[src/rtl/inst_unpack.sv]
// rtl/inst_unpack.sv - holds one 4-slot instruction group and issues up to two valid slots per cycle in program order.
// Optional build macro INST_UNPACK_NOP_FILTER_EN drops NOP_WORD slots from the mask at load time.
module inst_unpack (
  input  logic         clk,
  input  logic         rst,
  input  logic         flush,
  input  logic         in_valid,
  output logic         in_ready,
  input  logic [127:0] inst_4W,
  input  logic [3:0]   inst_4W_valid,
  output logic         out_valid,
  input  logic         next_ready,
  output logic [31:0]  inst0,
  output logic         inst0_valid,
  output logic [1:0]   inst0_slot,
  output logic [31:0]  inst1,
  output logic         inst1_valid,
  output logic [1:0]   inst1_slot
);

  localparam logic [31:0] NOP_WORD = 32'h0340_0000;

  logic [127:0] group_q;
  logic [3:0]   rem_q;
  logic [3:0]   rem_next;
  logic [3:0]   issue_mask;
  logic [3:0]   load_mask;
  logic [1:0]   s0, s1;
  logic         found0, found1;
  logic         out_fire, in_fire;

  // s0 is the lowest remaining slot, s1 the next one above it.
  always_comb begin
    s0 = 2'd0;
    s1 = 2'd0;
    found0 = 1'b0;
    found1 = 1'b0;
    for (int k = 0; k < 4; k++) begin
      if (rem_q[k]) begin
        if (!found0) begin
          s0 = 2'(k);
          found0 = 1'b1;
        end else if (!found1) begin
          s1 = 2'(k);
          found1 = 1'b1;
        end
      end
    end
  end

  always_comb begin
    issue_mask = 4'b0000;
    if (found0) issue_mask[s0] = 1'b1;
    if (found1) issue_mask[s1] = 1'b1;
  end

  assign out_valid   = found0;
  assign inst0_valid = found0;
  assign inst1_valid = found1;
  assign inst0       = found0 ? group_q[{s0, 5'b0} +: 32] : 32'h0;
  assign inst1       = found1 ? group_q[{s1, 5'b0} +: 32] : 32'h0;
  assign inst0_slot  = s0;
  assign inst1_slot  = s1;

  assign out_fire = out_valid & next_ready;
  assign rem_next = out_fire ? (rem_q & ~issue_mask) : rem_q;
  assign in_ready = !flush && (rem_next == 4'b0000);
  assign in_fire  = in_valid & in_ready;

`ifdef INST_UNPACK_NOP_FILTER_EN
  always_comb begin
    load_mask = inst_4W_valid;
    for (int k = 0; k < 4; k++) begin
      if (inst_4W[32*k +: 32] == NOP_WORD) load_mask[k] = 1'b0;
    end
  end
`else
  assign load_mask = inst_4W_valid;
`endif

  always_ff @(posedge clk) begin
    if (rst) begin
      group_q <= 128'h0;
      rem_q   <= 4'b0000;
    end else if (flush) begin
      rem_q <= 4'b0000;
    end else if (in_fire) begin
      group_q <= inst_4W;
      rem_q   <= load_mask;
    end else begin
      rem_q <= rem_next;
    end
  end

endmodule

[config.mk]
export PLATFORM = sky130hd
export DESIGN_NAME = inst_unpack
export DESIGN_NICKNAME = d
export VERILOG_FILES = /design/src/rtl/inst_unpack.sv
export SDC_FILE = /design/constraint.sdc
export NUM_CORES = 1
export LEC_CHECK = 0
export CORE_MARGIN = 4
export CORE_UTILIZATION = 27
export CTS_CLUSTER_SIZE = 14
export DETAILED_ROUTE_END_ITERATION = 12
export PLACE_DENSITY = 0.52
export SETUP_SLACK_MARGIN = 0.2
export SYNTH_ARGS = -nofsm -noshare
export SYNTH_HDL_FRONTEND = slang
export SYNTH_SLANG_ARGS = --single-unit
[constraint.sdc]
create_clock -name clk -period 7.75 [get_ports clk]
set_input_delay 1.1625 -clock clk [delete_from_list [all_inputs] [get_ports clk]]
set_output_delay 1.1625 -clock clk [all_outputs]
set_load 0.01 [all_outputs]
==> metrics.txt, run 1 <==
fmax=180 MHz; critical path fanouts, max=40; first-pass GRT wire length=39.4 mm; most frequent cells in the layout=nand2b_1 (259), mux2i_1 (224), clkdlybuf4s50_1 (207); Longest Clk Path Bufs=2; HP Class=reg -> reg; Hold EP=group_q[73]; Core Area=0.0296 mm^2; synth warn=0; DRT Wirelength=25.3 mm; layout cells sized above 1=5.11%; Setup Skew=10.7 ps; routed vias=6545; mapped cell area=0.00809 mm^2; fin area=0.0108 mm^2; Max Slew Vio Count=0; RR Endpoint=group_q[33]; Avg Inst Size Synth=9.53 um^2; Clock Sinks=132; clk slew on worst S/H paths=70 ps; Vias/cell=4.65; final setup fails=0; clk root buf=clkbuf_16; Peak supply drop=128 uV; I/O pin cnt=209; CTS Buf Count=17; maxcap violations=0; row count=63; # hold bufs at CTS=0; Post-Syn Instances=849; ys flop type=dfxtp_1; CP Class=reg -> out; RD Place Congestion=0.755; Synthesized Nets=991; status=complete, no violations; port bufs=208; Die H=181 um; Global Route Usage Sum=15.0%; EDFF count, synth=0; First DRT Iteration DRCs=368; Worst R2R Path Depth=8; Cell variety after synth=37; largest net degree at the start of global routing=147; postcts setup bufs=0; Fin. Hold Viols=0; nets=1148; grt total ovfl=0; Worst Setup End Kind=output pin; antenna violations before repair=2; setup TNS=0 ps; Least-Margin Pin Slew=1180 ps; number of synthesized register bits=132; setup slack, reg-to-reg=3550 ps; CP arrival=4400 ps; Routed WL per cell=18.0 um; vias in the first global route=6646; max_slew headroom=20.9%; number of remaining DRC errors=0; Min Hold Slack=488 ps; Die Width=181 um; commonest non-fill, non-tap cell in the layout=nand2b_1; period utilization=71.8%; Die Area=0.0328 mm^2; drt first pass iters=5; RSZ-0062 raised after global routing=false; HPWL after DPL=16.4 mm; footprint of the multi-input gates=0.00491 mm^2; Area growth syn-to-layout=33.1%; post-place instance area=0.0102 mm^2; FILL cells=3002; top post-synthesis cells by area=dfxtp_1 (33%), mux2i_1 (28%), nand2b_1 (20%); post-synthesis sequential area ratio=32.7%; register area=0.00264 mm^2; H-tree levels=4; startpoint types=flip-flop; Yosys top cell area share=32.7%; final setup margin=2190 ps; launching point of the worst reg2reg path=rem_q[0]; pwr/cell area=168 mW/mm^2; pre-CTS setup slack=2630 ps; share of synthesized flip-flops with an asynchronous set or reset=0%; crit path time final=5560 ps; Hold Crit Depth=2; clock latency on the worst-skew pair=420 ps; hold_sp=group_q[73]; largest area contributor in the netlist=dfxtp_1; CP required=6590 ps; post-cts resize count=0; DRT antenna net count=0; Initial Util=27.4%; leakage power=3.55 nW; CTS tree=built
layout make-up:
type / instances / share of cell area [%]
Tap cell: 390 / 4.53
Antenna cell: 1 / 0.0233
Clock inverter: 14 / 1.20
Timing Repair Buffer: 215 / 19.8
Multi-Input combinational cell: 632 / 45.6
Inverter: 8 / 0.279
Clock buffer: 17 / 3.95
Sequential cell: 132 / 24.6
critical path, stage by stage, from the launching register on:
cell and delay, ps:
dfxtp_1 380, inv_1 140, ha_2 900, nand2_1 240, mux2i_4 900, buf_4 480
mux2i_1 130, o22ai_1 200, clkdlybuf4s50_1 590
flip-flops by register name (all words and copies together) (netlist names):
register	cells
group_q	128
rem_q	4
stage by stage:
step,instances,utilization (%),power [mW]
2_1_floorplan,849,-,0.933
3_3_place_gp,1377,34.5,1.04
3_5_place_dp,1377,34.5,1.04
4_1_cts,1408,36.4,1.84
5_1_grt,1409,36.4,1.89
6_report,1409,36.4,1.81
report_power, final:
group          leakage [nW]  total, mW  internal, mW  switching [mW]
Combinational          2.21      0.272         0.160           0.112
Clock                 0.266      0.785         0.443           0.342
Sequential             1.08      0.749         0.717          0.0313
cell usage after synthesis, types with 2 or more instances:
cell,number
a21oi_1,6
a22oi_1,33
buf_12,13
buf_2,10
buf_4,2
clkbuf_1,50
dfxtp_1,132
ha_1,5
inv_1,7
mux2i_1,225
nand2_1,7
nand2b_1,259
nand4_1,2
nand4b_1,2
nor2_1,3
nor3b_1,2
o21ai_0,3
o21ai_1,5
o22ai_1,64
or2_2,2
kinds of logic (layout without fill, tap and decap cells):
family                   after synthesis  count (layout)  synth area share (%)
AND/OR/NAND/NOR                      285             285                  21.9
multiplexers                         225             225                  27.8
flip-flops                           132             132                  32.7
AO/OA/AOI/OAI                        117             117                  9.75
buffers and inverters                 85             254                  7.04
adder cells (fa/ha/maj)                5               5                 0.774
other                                  0               1                     0
worst max path at each step:
stage          startpoint   endpoint  slack (ps)  cells after the start
2_1_floorplan    rem_q[0]  inst0[22]        4480                      8
3_3_place_gp     rem_q[0]  inst0[14]        2680                      8
3_5_place_dp     rem_q[0]  inst0[15]        2630                      8
4_1_cts          rem_q[0]  inst0[15]        2160                      8
5_1_grt          rem_q[0]  inst0[15]        1980                      8
6_report         rem_q[0]  inst0[15]        2190                      8
metal layers:
metal | routed length [um] | vias to the layer above | share of wire [%] | global-route usage [%]
met5 | 13 | - | 0.051 | 0
met2 | 11400 | 170 | 45 | 23.2
met4 | 166 | 2 | 0.66 | 3.30
met1 | 12500 | 3073 | 50 | 21.4
met3 | 1230 | 9 | 4.8 | 3.36
li1 | - | 3291 | - | -
Note: power is estimated with default switching activity, not from simulation.
==> run 2, diff against run 1 <==
Settings changed: PLACE_DENSITY 0.52 to 0.54.
Clock period 7.75 ns to 5 ns, I/O delays scaled along.
==> metrics.txt, run 2 (synthesis results as in run 1) <==
status=complete, no violations; Biggest register=group_q; Fin. Hold Viols=0 (unchanged); Setup Skew=11.6 ps (+0.943 ps); pwr/cell area=271 mW/mm^2 (+62%); clk root buf=clkbuf_16; sequential share of power=39.2% (-2.3 points); fin util=37.0% (+0.57 points); maxcap violations=0 (unchanged); pre-CTS setup slack=1180 ps (-1450 ps); I/O pin cnt=209 (unchanged); HP Class=reg -> reg; vias in the first global route=6871 (+3.4%); grt peak-use layer=met2; post-place instance area=0.0103 mm^2 (+0.86%); row count=63 (unchanged); drt first pass iters=5 (unchanged); FILL cells=2997 (-0.17%); period utilization=85.8%; Routed WL per cell=18.0 um (+0.35%); final setup margin=711 ps (-1480 ps); n_diodes=0 (-1); leakage power=3.63 nW (+2.1%); cell-internal power=2.22 mW (+68%); HPWL after DPL=17.1 mm (+4.2%); critical path fanouts, max=33 (-18%); total placed cells including tap cells=1382 (+0.36%); total power=2.96 mW (+64%); clk slew on worst S/H paths=60 ps (about the same); Core Area=0.0296 mm^2 (unchanged); post-cts resize count=0 (unchanged); RD Place Congestion=0.772 (+2.2%); met3 Resource Use GR=3.22% (-0.14 points); CP required=4250 ps (-2340 ps); Cell Count, Final, Fillers Out=1413 (+0.28%); DRT antenna net count=0 (unchanged); Area growth syn-to-layout=35.1%; commonest non-fill, non-tap cell in the layout=nand2b_1; # hold bufs at CTS=0 (unchanged); Global Route Usage Sum=15.3% (+0.28 points); Worst Setup End Kind=output pin; max_slew headroom=20.1% (-0.83 points); final setup fails=0 (unchanged); grt total ovfl=0 (unchanged); Clock Sinks=132 (unchanged); First DRT Iteration DRCs=325 (-12%); number of remaining DRC errors=0 (unchanged); RSZ-0062 raised after global routing=false; Max Slew Vio Count=0 (unchanged); DRT Wirelength=25.5 mm (+0.64%); Largest regs=group_q x128, rem_q x4; routed vias=6628 (+1.3%); Min Hold Slack=485 ps (-3.11 ps); largest net degree at the start of global routing=147 (unchanged); port bufs=208 (unchanged); CTS Buf Count=17 (unchanged); Peak supply drop=203 uV (+59%); grt met2 use=24.5% (+1.2 points); Die H=181 um (unchanged); clock latency on the worst-skew pair=420 ps (about the same); Initial Util=27.4% (unchanged); Longest Clk Path Bufs=2 (unchanged); layout cells sized above 1=5.57% (+0.46 points); CTS tree=built; Clk pwr share=46.4% (+2.9 points); fin area=0.0109 mm^2 (+1.6%); antenna violations before repair=0 (-2); register area=0.00264 mm^2 (unchanged); CP Class=reg -> out; first-pass GRT wire length=40.1 mm (+1.8%); Die Width=181 um (unchanged); H-tree levels=4 (unchanged); Net Switching=0.745 mW (+53%); number of flip-flops under the largest register name=128 (unchanged); share of power burned in combinational logic=14.4% (-0.7 points); Vias/cell=4.69 (+0.98%); sw frac=25.1% (-1.7 points); Least-Margin Pin Slew=1190 ps (+12.4 ps); fmax=233 MHz; footprint of the multi-input gates=0.00491 mm^2 (unchanged); postcts setup bufs=0 (unchanged); Die Area=0.0328 mm^2 (unchanged); startpoint types=flip-flop; most frequent cells in the layout=nand2b_1 (259), mux2i_1 (224), clkdlybuf4s50_1 (207); crit path time final=4290 ps; grt met1 use=21.3% (-0.12 points); nets=1153 (+0.44%); setup TNS=0 ps (unchanged); CP arrival=3540 ps (-860 ps)
## run 2: critical path, stage by stage, from the launching register on
cell and delay, ps:
dfxtp_1 470, inv_1 140, ha_2 200, or2_1 240, a21boi_0 310, or2_2 510, buf_12 300, a22oi_1 160
o22ai_1 210, clkdlybuf4s50_1 580
## run 2: area by class of cell
cell class	count	area share, %
clock buffers	18	4.02
clock inverters	13	1.82
inverters	8	0.275
multi-input cells	632	44.9
flip-flops and latches	132	24.2
well taps	390	4.46
repair buffers	220	20.3
## run 2: power groups by stage
stage,Sequential [mW],Combinational [mW],Clock [mW]
floorplan,1.17,0.279,0
global placement,1.19,0.427,0
detailed placement,1.18,0.430,0
CTS,1.16,0.432,1.42
global route,1.17,0.466,1.46
finish,1.16,0.425,1.37
## run 2: worst paths after layout
check | to | slack [ps] | startpoint | cells after the start
setup / recovery | inst1[0] | 710 | rem_q[0] | 9
hold / removal | group_q[111] | 480 | group_q[111] | 2
setup reg to reg | group_q[80] | 1430 | rem_q[0] | 9
hold reg to reg | group_q[111] | 480 | group_q[111] | 2
## run 2: metal layers
layer | wire length, um | vias up
met2 | 11700 | 177
met3 | 1190 | 15
met1 | 12300 | 3154
met4 | 259 | 0
met5 | 0 | -
li1 | - | 3282
